File: config.mk
export PLATFORM = sky130hd
export DESIGN_NAME = cpu_sequencer
export DESIGN_NICKNAME = d
export VERILOG_FILES = /design/src/rtl/cpu_pkg.sv /design/src/rtl/cpu_sequencer.sv
export SDC_FILE = /design/constraint.sdc
export NUM_CORES = 1
export LEC_CHECK = 0
export BUFFER_PORTS_ARGS = -buffer_cell sky130_fd_sc_hd__clkbuf_2
export CORE_MARGIN = 4
export CORE_UTILIZATION = 49
export DETAILED_ROUTE_END_ITERATION = 8
export MAX_ROUTING_LAYER = met4
export PLACE_DENSITY = 0.86
export SLEW_MARGIN = 20
export SYNTH_ARGS = -nofsm -noshare
export SYNTH_HDL_FRONTEND = slang
export SYNTH_SLANG_ARGS = --single-unit
export TNS_END_PERCENT = 20
File: constraint.sdc
create_clock -name clk -period 2.1 [get_ports clk]
set_input_delay 0.42 -clock clk [delete_from_list [all_inputs] [get_ports clk]]
set_output_delay 0.42 -clock clk [all_outputs]
set_load 0.02 [all_outputs]
File: src/rtl/cpu_pkg.sv
// cpu_pkg
// Shared definitions for the instruction sequencer: the 3-bit FSM state
// encodings, the opcode that stops sequencing, and the opcode whose
// instructions do not write the register file.
package cpu_pkg;

    typedef enum logic [2:0] {
        ST_IDLE      = 3'd0,
        ST_FETCH     = 3'd1,
        ST_DECODE    = 3'd2,
        ST_EXECUTE   = 3'd3,
        ST_WRITEBACK = 3'd4,
        ST_HALT      = 3'd5
    } state_t;

    localparam logic [3:0] HALT_OPCODE = 4'hF;
    localparam logic [3:0] NOWB_OPCODE = 4'b1001;

    localparam int INSTR_W  = 16;
    localparam int RETIRE_W = 16;

endpackage

File: src/rtl/cpu_sequencer.sv
// cpu_sequencer
// Multi-cycle instruction sequencer: fetches a 16-bit word from instruction
// memory, then steps it through DECODE, EXECUTE and WRITEBACK, counting
// retired instructions. A HALT opcode parks the sequencer until reset.
//
// Ports
//   clk              sole clock, rising edge
//   rst              synchronous active-high reset
//   run              level; 1 permits fetching new instructions
//   imem_req         instruction-memory read request (FETCH only)
//   imem_addr        fetch address (= pc)
//   imem_ack         memory accepts request; imem_rdata valid same cycle
//   imem_rdata       fetched instruction word
//   ir               instruction register, feeds the external decoder
//   dec_write_enable write-enable decoded from ir
//   alu_en           execute strobe (EXECUTE only)
//   rf_we            register-file write strobe (WRITEBACK only)
//   pc               program counter
//   busy             high except in IDLE and HALT
//   halted           high in HALT
//   retired          saturating count of completed instructions
module cpu_sequencer
    import cpu_pkg::*;
#(
    parameter int              PC_W     = 8,
    parameter logic [3:0]      HALT_OP  = HALT_OPCODE,
    parameter logic [PC_W-1:0] RESET_PC = '0
) (
    input  logic                clk,
    input  logic                rst,
    input  logic                run,
    output logic                imem_req,
    output logic [PC_W-1:0]     imem_addr,
    input  logic                imem_ack,
    input  logic [INSTR_W-1:0]  imem_rdata,
    output logic [INSTR_W-1:0]  ir,
    input  logic                dec_write_enable,
    output logic                alu_en,
    output logic                rf_we,
    output logic [PC_W-1:0]     pc,
    output logic                busy,
    output logic                halted,
    output logic [RETIRE_W-1:0] retired
);

    state_t                r_state;
    state_t                w_state_nxt;
    logic [INSTR_W-1:0]    r_ir;
    logic [PC_W-1:0]       r_pc;
    logic [RETIRE_W-1:0]   r_retired;
    logic                  w_fetch_done;

    function automatic logic [RETIRE_W-1:0] sat_inc(input logic [RETIRE_W-1:0] v);
        if (v == {RETIRE_W{1'b1}}) begin
            return v;
        end
        return v + 1'b1;
    endfunction

    // Acks are only honoured while a request is outstanding.
    assign w_fetch_done = (r_state == ST_FETCH) && imem_ack;

    // ---- state register ----
    always_ff @(posedge clk) begin
        if (rst) begin
            r_state <= ST_IDLE;
        end else begin
            r_state <= w_state_nxt;
        end
    end

    // ---- next-state logic ----
    always_comb begin
        w_state_nxt = r_state;
        unique case (r_state)
            ST_IDLE:      if (run) w_state_nxt = ST_FETCH;
            ST_FETCH:     if (imem_ack) w_state_nxt = ST_DECODE;
            ST_DECODE:    w_state_nxt = (r_ir[15:12] == HALT_OP) ? ST_HALT : ST_EXECUTE;
            ST_EXECUTE:   w_state_nxt = ST_WRITEBACK;
            // run is only consulted between instructions, so dropping it
            // never aborts one already in flight.
            ST_WRITEBACK: w_state_nxt = run ? ST_FETCH : ST_IDLE;
            ST_HALT:      w_state_nxt = ST_HALT;
            default:      w_state_nxt = ST_IDLE;
        endcase
    end

    // ---- outputs ----
    always_comb begin
        imem_req = 1'b0;
        alu_en   = 1'b0;
        rf_we    = 1'b0;
        busy     = 1'b0;
        halted   = 1'b0;
        unique case (r_state)
            ST_IDLE:      ;
            ST_FETCH:     begin imem_req = 1'b1; busy = 1'b1; end
            ST_DECODE:    busy = 1'b1;
            ST_EXECUTE:   begin alu_en = 1'b1; busy = 1'b1; end
            ST_WRITEBACK: begin rf_we = dec_write_enable; busy = 1'b1; end
            ST_HALT:      halted = 1'b1;
            default:      ;
        endcase
    end

    // ---- PC / IR / retired counter ----
    always_ff @(posedge clk) begin
        if (rst) begin
            r_pc      <= RESET_PC;
            r_ir      <= '0;
            r_retired <= '0;
        end else begin
            if (w_fetch_done) begin
                r_ir <= imem_rdata;
                r_pc <= r_pc + 1'b1;
            end
            if (r_state == ST_WRITEBACK) begin
                r_retired <= sat_inc(r_retired);
            end
        end
    end

    assign imem_addr = r_pc;
    assign pc        = r_pc;
    assign ir        = r_ir;
    assign retired   = r_retired;

endmodule

Word-level counts from Yosys, hierarchy flattened
Index checks and enable logic that the tools add are counted.
{ "word_totals": {"out_inout_bits": 53, "wordCells": 35, "inputBits": 21, "regBits": 43} }
{ "op_classes": {"addsub": 2, "muxes": 14, "reduce_logical": 5, "eq_ne": 10} }
{ "ops": {"columns": ["op", "n"], "rows": [
  ["$pmux 3 s6", 1],
  ["$add 16x1->16 const B", 1],
  ["$eq 16x16->1 const B", 1],
  ["$mux 16", 1],
  ["$mux 1", 9],
  ["$mux 3", 3],
  ["$add 8x1->8 const B", 1],
  ["$eq 3x2->1 const B", 2],
  ["$eq 3x3->1 const B", 2],
  ["$ne 2x2->1 const B", 3],
  ["$eq 4x4->1 const B", 1],
  ["$reduce_and 2->1", 2],
  ["$reduce_or 4->1", 1],
  ["$eq 3x1->1 const B", 1],
  ["$logic_not 3->1", 1],
  ["$logic_and 1x1->1", 1]
]} }

Longest topological paths before layout
Gate-level depths: netlist (run 1).
{ "depth": {"ltp_word": 6, "depth_mapped": 7, "ltp_nobuf": 5} }

Worst setup path after synthesis (run 1)
Ideal clock, no wire load.
{ "synth_timing": {"kind": "reg-to-reg", "start": "register r_retired[0], in the netlist retired[0]", "end": "register r_retired[15], in the netlist retired[15]", "path_slack_ns": 0.206, "arrival_ns": 1.771, "stages_incl_launch_ff": 7, "n_path_buf": 1, "required_ns": 1.977, "setup_time_ns": 0.123, "period_less_slack_ns": 1.894, "path_cell_list": "dfxtp_1 ha_1 and4_1 and4bb_4 buf_6 nor4_1 mux2_1"} }
{ "synth_via": {"elab_chain_len": 6, "word_cells_on_any_way": 8, "classes_between": "add/sub: 1; eq/ne: 2; mux: 4; reduce/logical: 1"} }
{ "synth_rtl": {"columns": ["element", "line_no", "source"], "rows": [
  ["start, declared", "cpu_sequencer.sv:50", "logic [RETIRE_W-1:0] r_retired;"],
  ["start signal, assigned", "cpu_sequencer.sv:118", "r_retired <= sat_inc(r_retired);"],
  ["$eq 16x16->1", "cpu_sequencer.sv:54", "if (v == {RETIRE_W{1'b1}}) begin"],
  ["$mux 1", "cpu_sequencer.sv:54", null],
  ["$mux 1", "cpu_sequencer.sv:117", "if (r_state == ST_WRITEBACK) begin"],
  ["$mux 1", "cpu_sequencer.sv:108", "if (rst) begin"],
  ["$ne 2x2->1 (no line)", null, null],
  ["$reduce_and 2->1 (no line)", null, null]
]} }
Several ways; a longest one is shown, not always the timed one. The select of a mux whose other input is x is not followed.
A chain may end at the register's enable or synchronous reset.

Worst setup path in the final report (run 1)
{ "layout_timing": {"start": "register r_state[2]", "end": "output rf_we"} }
{ "layout_via": {"elab_chain_len": 2} }
{ "layout_rtl": {"columns": ["element", "line_no", "source"], "rows": [
  ["start, declared", "cpu_sequencer.sv:46", "state_t r_state;"],
  ["start signal, assigned", "cpu_sequencer.sv:68", "r_state <= w_state_nxt;"],
  ["$eq 3x3->1", "cpu_sequencer.sv:95", "unique case (r_state)"],
  ["$mux 1", "cpu_sequencer.sv:95", null],
  ["end, declared", "cpu_sequencer.sv:39", "output logic rf_we,"]
]} }
Every way passes these cells.

==> metrics.cfg, run 1 <==
[route]
vias=1867
drtAntennaViolNets=0
detail_route.vias_per_cell=5.38
drc=0
dr.pass1.iters=4
detail_route.wl_per_cell_microns=13.1
finalWirelength_microns=4530
initialDrtViolationCount=72

[final_layout]
fin_area_sq_mm=0.00240
regArea_sq_um=861
nets=321
postLayoutCoreUtil=0.632
drive_gt1_frac=0.298
area_growth_pct=21.0
multi_input_area_sq_um=982
fill_cells=344
diodes=0

[timing]
max-slew-margin-rel=0.658
finalSetupTns_ns=0
rsz0062_at_grt=no
worst_pin_slew_ns=0.513
timing.final.crit_period_ns=1.92
fin_crit_sh=0.915
fmaxAchievable_mhz=520
hold_violations=0
drv_slew=0
setup_viol=0
fin_skew_ns=0.00543

[global_routing]
grt_overflow=0
grtUsageTotal=0.181
antenna_found_initial=0
grt_start_max_net_pins=32
grt_pass1_wl_microns=7330
grt_pass1_vias=1611

[yosys]
yosysSeqAreaShare=0.434
yosysWarnings=0
synth_nets=260
syn_avg_cell_area_sq_um=8.38
synth_ff_type=dfxtp_1
ys_seq_elements=43
synthDistinctLibCells=42
synth_edf_count=0
syn_area_sq_mm=0.00199
synthCells=237
async_reset_ff_frac=0

[cts]
cts_max_path_buffers=2
cts_tree=built
numCtsBuffers=5
postCtsHoldBufs=0
clkTransAtPathRegs_ns=0.07
cts_resized=0
post_cts_buffers=0
clock_latency_ns=0.29
htreeDepth=2
cts_root_buf=clkbuf_8
cts.sinks=43

[min_path]
hold_end=ir[12]$_SDFFE_PP0P_
hp-class=in -> reg
min_from=imem_rdata[12]
whs_path_depth=3

[place]
gp_congestion=0.812
placed_area_sq_mm=0.00230
portBuffers=73
dp_hpwl_microns=3330

[floorplan]
core_sq_mm=0.00380
die_area_sq_mm=0.00514
top_level_ports=74
floorplan.initialDensity=0.523
die_h_microns=71.7
std_cell_rows=22
die_x_microns=71.7

[worst_setup_path]
cp_top_family=flip-flops
critical_path_arrival_ns=1.50
crit_type=reg -> out
r2r_start=retired[0]$_SDFFE_PP0P_
rrSetupSlack_ns=0.21
crit_chain=nor3b_4 -> and2_1 -> clkbuf_2
cp_slowest_stage_delay_ns=0.55
critPathBufInv=1
slowest_stage=dfxtp_1
reg2reg_depth=5
critPathLaunchType=register
cp-end-kind=primary output
path_max_fanout=12
reg2reg_to=retired[15]$_SDFFE_PP0P_
cp.required_ns=1.68

[job]
drv_cap=0

[pwr]
power.density_mw_per_mm2=659
leakage_nw=1.00
max-vdd-ir-drop_v=0.000367

[status]
status=complete, no violations

[cell families (layout without fill, tap and decap cells)]
kind of cell / Yosys count / in the layout / share of synthesized area
and+or+nand+nor: 109 / 109 / 0.294
AOI/OAI and AO/OA: 49 / 49 / 0.141
DFF: 43 / 43 / 0.434
buffers and inverters: 24 / 86 / 0.0718
xor gates and xnor gates: 8 / 8 / 0.0353
adders and majority gates: 2 / 2 / 0.0126
muxes: 2 / 2 / 0.0113
[routing by layer]
metal,GRT usage,vias up,share of wire
met4,0.0752,0,0.013
li1,-,948,-
met5,-,-,0
met3,0.0407,5,0.063
met1,0.226,856,0.46
met2,0.281,58,0.47
[cell type report]
| cell class | count | area share |
|---|---|---|
| Multi-Input combinational cell | 170 | 0.409 |
| Sequential cell | 43 | 0.358 |
| Timing Repair Buffer | 77 | 0.165 |
| Clock buffer | 8 | 0.0417 |
| Tap cell | 48 | 0.0250 |
| Inverter | 1 | 0.00156 |
[synthesized netlist by cell type (4+ instances only)]
| cell type | number | area share |
|---|---|---|
| or3_1 | 6 | 0.019 |
| a21oi_1 | 31 | 0.078 |
| o31ai_1 | 6 | 0.023 |
| buf_4 | 8 | 0.030 |
| clkbuf_1 | 5 | 0.0095 |
| xor2_1 | 4 | 0.018 |
| dfxtp_1 | 43 | 0.43 |
| buf_2 | 6 | 0.015 |
| nor3_1 | 5 | 0.013 |
| o21ai_0 | 4 | 0.010 |
| nor2_1 | 13 | 0.025 |
| or4_1 | 6 | 0.023 |
| nand2_1 | 46 | 0.087 |
| xnor2_1 | 4 | 0.018 |
| nand4_1 | 8 | 0.025 |
[placed cells by master, fill, tap and decap left out, types with 2 or more instances in the layout]
cell / n
a21oi_1: 31
and2_1: 2
and3_1: 3
buf_4: 4
clkbuf_2: 73
clkbuf_8: 7
dfxtp_1: 43
ha_1: 2
mux2_1: 2
nand2_1: 46
nand3_1: 2
nand4_1: 8
nor2_1: 13
nor2b_1: 3
nor3_1: 5
nor3b_1: 2
nor4_1: 3
o21ai_0: 4
o21ai_1: 3
o31ai_1: 6
or3_1: 6
or4_1: 6
xnor2_1: 4
xor2_1: 4
[sequential cells by signal (all words and copies together), names as in the netlist]
signal,count
imem_addr,8
ir,16
r_state,3
retired,16
[worst min-delay path, delay by kind of cell]
kind            cells  cell delay (ns)
simple gates        1             0.04
compound gates      1             0.05
buf+inv             1             0.08
[metrics by stage]
step | total power, mW | hold slack [ns] | std cells | setup WS (ns)
2_1_floorplan | 0.983 | 0.535 | 237 | 0.206
3_3_place_gp | 1.03 | 0.441 | 339 | 0.299
3_5_place_dp | 1.04 | 0.445 | 339 | 0.222
4_1_cts | 1.60 | 0.333 | 347 | 0.173
5_1_grt | 1.65 | 0.344 | 347 | 0.0613
6_report | 1.58 | 0.345 | 347 | 0.179
[report_power, final]
group / internal [mW] / total, mW / switching [mW]
clock network: 0.300 / 0.564 / 0.264
logic: 0.0617 / 0.160 / 0.0979
registers: 0.835 / 0.860 / 0.0247
total: 1.20 / 1.58 / 0.387
[worst max path at each step]
stage	start	end	cells past startpoint
2_1_floorplan	retired[0]$_SDFFE_PP0P_	retired[15]$_SDFFE_PP0P_	6
3_3_place_gp	retired[0]$_SDFFE_PP0P_	retired[15]$_SDFFE_PP0P_	5
3_5_place_dp	retired[0]$_SDFFE_PP0P_	retired[15]$_SDFFE_PP0P_	5
4_1_cts	r_state[2]$_SDFFE_PP0P_	rf_we	3
5_1_grt	r_state[2]$_SDFFE_PP0P_	retired[15]$_SDFFE_PP0P_	4
6_report	r_state[2]$_SDFFE_PP0P_	rf_we	3
No activity file was read; power rests on OpenSTA's default activity.
==> run 2: changes to the inputs <==
Settings changed: ABC_AREA from default to 1, CORE_UTILIZATION 49 to 50.
==> metrics.cfg, run 2 <==
[yosys]
yosysMostFrequentCell=nor2_1  ; was nand2_1
ys_seq_elements=43  ; unchanged
syn_area_sq_mm=0.00216  ; was 0.00199 sq mm
yosys-top-cells-area=dfxtp_1 (40%), nor2_1 (12%), nand2_1 (11%)  ; was dfxtp_1 (43%), nand2_1 (8.7%), a21oi_1 (7.8%)
synthDistinctLibCells=26  ; was 42
syn_avg_cell_area_sq_um=6.85  ; was 8.38 sq um
synthCells=316  ; was 237
yosysWarnings=0  ; unchanged
yosys.area.top_type_share=0.398  ; was 0.434
async_reset_ff_frac=0  ; unchanged
yosys.area.top_type=dfxtp_1  ; unchanged
yosysSeqAreaShare=0.398  ; was 0.434
synth_nets=339  ; was 260
synth_ff_type=dfxtp_1  ; unchanged
synthTopCellsByCount=nor2_1 (67), nand2_1 (63), dfxtp_1 (43), inv_1 (31), o21ai_0 (26)  ; was nand2_1 (46), dfxtp_1 (43), a21oi_1 (31), nor2_1 (13)
synth_edf_count=0  ; unchanged

[timing]
hold_violations=0  ; unchanged
rsz0062_at_grt=no  ; unchanged
layout_setup_ws_ns=0.394  ; was 0.179 ns
fmaxAchievable_mhz=586  ; was 520 MHz
finalSetupTns_ns=0  ; unchanged
drv_slew=0  ; unchanged
whs_ns=0.369  ; was 0.345 ns
setup_viol=0  ; unchanged
max-slew-margin-rel=0.599  ; was 0.658
fin_crit_sh=0.812  ; was 0.915
timing.final.crit_period_ns=1.71  ; was 1.92 ns
worst_pin_slew_ns=0.601  ; was 0.513 ns
fin_skew_ns=0.00625  ; was 0.00543 ns

[floorplan]
die_x_microns=73.8  ; was 71.7 microns
die_h_microns=73.8  ; was 71.7 microns
top_level_ports=74  ; unchanged
std_cell_rows=23  ; was 22
die_area_sq_mm=0.00545  ; was 0.00514 sq mm
floorplan.initialDensity=0.530  ; was 0.523
core_sq_mm=0.00409  ; was 0.00380 sq mm

[worst_setup_path]
cp_slowest_stage_delay_ns=0.46  ; was 0.55 ns
crit_top_cell=nand2_1
crit_chain=ha_1 -> nand2_1 -> nor2_1 -> nand2_1 -> nor2_2 -> nor2_2 -> nand3_1 -> nand2_1 -> nor2_1  ; was nor3b_4 -> and2_1 -> clkbuf_2
rrSetupSlack_ns=0.39  ; was 0.21 ns
critical_path_arrival_ns=1.90  ; was 1.50 ns
slowest_stage=nor2_2  ; was dfxtp_1
cp.required_ns=2.30  ; was 1.68 ns
critPathBufInv=0  ; was 1
critPathLaunchType=register  ; unchanged
path_max_fanout=15  ; was 12
reg2reg_to=retired[15]$_SDFFE_PP0P_  ; unchanged
cp-end-kind=register  ; was primary output
crit_type=reg -> reg  ; was reg -> out
r2r_start=retired[0]$_SDFFE_PP0P_  ; unchanged
cp_top_family=simple AND/OR/NAND/NOR gates  ; was flip-flops
reg2reg_depth=9  ; was 5

[final_layout]
final_common_cell=clkbuf_2  ; unchanged
final_cell_mix=clkbuf_2 (73), nor2_1 (67), nand2_1 (63)  ; was clkbuf_2 (73), nand2_1 (46), dfxtp_1 (43)
fin_area_sq_mm=0.00259  ; was 0.00240 sq mm
drive_gt1_frac=0.285  ; was 0.298
area_growth_pct=19.8  ; was 21.0%
diodes=0  ; unchanged
nets=405  ; was 321

[min_path]
min_from=imem_rdata[10]  ; was imem_rdata[12]
hold_end=ir[10]$_SDFFE_PP0P_  ; was ir[12]$_SDFFE_PP0P_
whs_path_depth=3  ; unchanged
hp-class=in -> reg  ; unchanged

[cts]
postCtsHoldBufs=0  ; unchanged
clock_latency_ns=0.29  ; about the same
post_cts_buffers=0  ; unchanged
cts.sinks=43  ; unchanged
cts_root_buf=clkbuf_8  ; unchanged
cts_max_path_buffers=2  ; unchanged
clkTransAtPathRegs_ns=0.08  ; was 0.07 ns
numCtsBuffers=5  ; unchanged
htreeDepth=2  ; unchanged
cts_tree=built  ; unchanged
cts_resized=0  ; unchanged

[route]
initialDrtViolationCount=112  ; was 72
detail_route.vias_per_cell=4.90  ; was 5.38
vias=2121  ; was 1867
detail_route.wl_per_cell_microns=10.9  ; was 13.1 microns
dr.pass1.iters=4  ; unchanged
drc=0  ; unchanged
drtAntennaViolNets=0  ; unchanged
finalWirelength_microns=4730  ; was 4530 microns

[pwr]
power.density_mw_per_mm2=645  ; was 659 mW/mm^2
leakage_nw=1.18  ; was 1.00 nW
max-vdd-ir-drop_v=0.000504  ; was 0.000367 V
power_mw=1.67  ; was 1.58 mW

[place]
placed_area_sq_mm=0.00250  ; was 0.00230 sq mm
portBuffers=73  ; unchanged
dp_hpwl_microns=3550  ; was 3330 microns
gp_congestion=0.882  ; was 0.812
dp_slack_ns=0.373  ; was 0.222 ns

[global_routing]
grt_overflow=0  ; unchanged
grt_pass1_vias=1870  ; was 1611
grtUsageTotal=0.186  ; was 0.181
grt_pass1_wl_microns=7820  ; was 7330 microns
grt_start_max_net_pins=31  ; was 32
antenna_found_initial=0  ; unchanged

[job]
drv_cap=0  ; unchanged

[status]
status=complete, no violations  ; unchanged

-- run 2: worst max path at each step --
stage	start	end	slack [ns]	cells past startpoint
floorplan	retired[1]$_SDFFE_PP0P_	retired[11]$_SDFFE_PP0P_	0.56	9
global placement	retired[0]$_SDFFE_PP0P_	retired[14]$_SDFFE_PP0P_	0.48	9
detailed placement	retired[0]$_SDFFE_PP0P_	retired[15]$_SDFFE_PP0P_	0.37	9
CTS	retired[0]$_SDFFE_PP0P_	retired[15]$_SDFFE_PP0P_	0.37	9
global route	retired[0]$_SDFFE_PP0P_	retired[14]$_SDFFE_PP0P_	0.20	9
finish	retired[0]$_SDFFE_PP0P_	retired[15]$_SDFFE_PP0P_	0.39	9
-- run 2: worst register-to-register path: cells and delay by family, from the launching register on --
family                     cells  cell delay (ns)
adders and majority gates      1             0.25
DFF                            1             0.35
and+or+nand+nor                8             1.02
-- run 2: metal layers --
metal,share of wire,vias to the layer above,track usage,wire (microns)
met5,0,-,-,0
met4,0.014,0,0.0704,65
met3,0.072,7,0.0492,343
met2,0.47,65,0.310,2220
met1,0.45,935,0.213,2110
li1,-,1114,-,-
-- run 2: cell type report --
cell class / instances / area, sq um
Clock inverter: 3 / 20.0
Multi-Input combinational cell: 223 / 1070
Timing Repair Buffer: 75 / 380
Fill cell: 371 / 1490
Clock buffer: 5 / 68.8
Sequential cell: 43 / 861
Tap cell: 50 / 62.6
Inverter: 34 / 129
-- run 2: per-stage QoR --
step           std cells  utilization
6_report             433        0.634
5_1_grt              433        0.634
4_1_cts              433        0.634
3_5_place_dp         425        0.613
3_3_place_gp         425        0.613
2_1_floorplan        316            -
-- run 2: cell families after synthesis --
group | count (synthesis) | synth area share
xor+xnor | 7 | 0.0283
buf+inv | 50 | 0.108
flops | 43 | 0.398
fa+ha+maj | 2 | 0.0116
compound gates | 46 | 0.121
simple gates | 168 | 0.334
-- run 2: where the power goes --
| part | switching, mW | total (mW) | internal [mW] | leakage (nW) |
|---|---|---|---|---|
| logic | 0.175 | 0.266 | 0.0905 | 0.792 |
| registers | 0.0287 | 0.883 | 0.854 | 0.349 |
| clock network | 0.292 | 0.523 | 0.231 | 0.0402 |
| total | 0.495 | 1.67 | 1.18 | 1.18 |
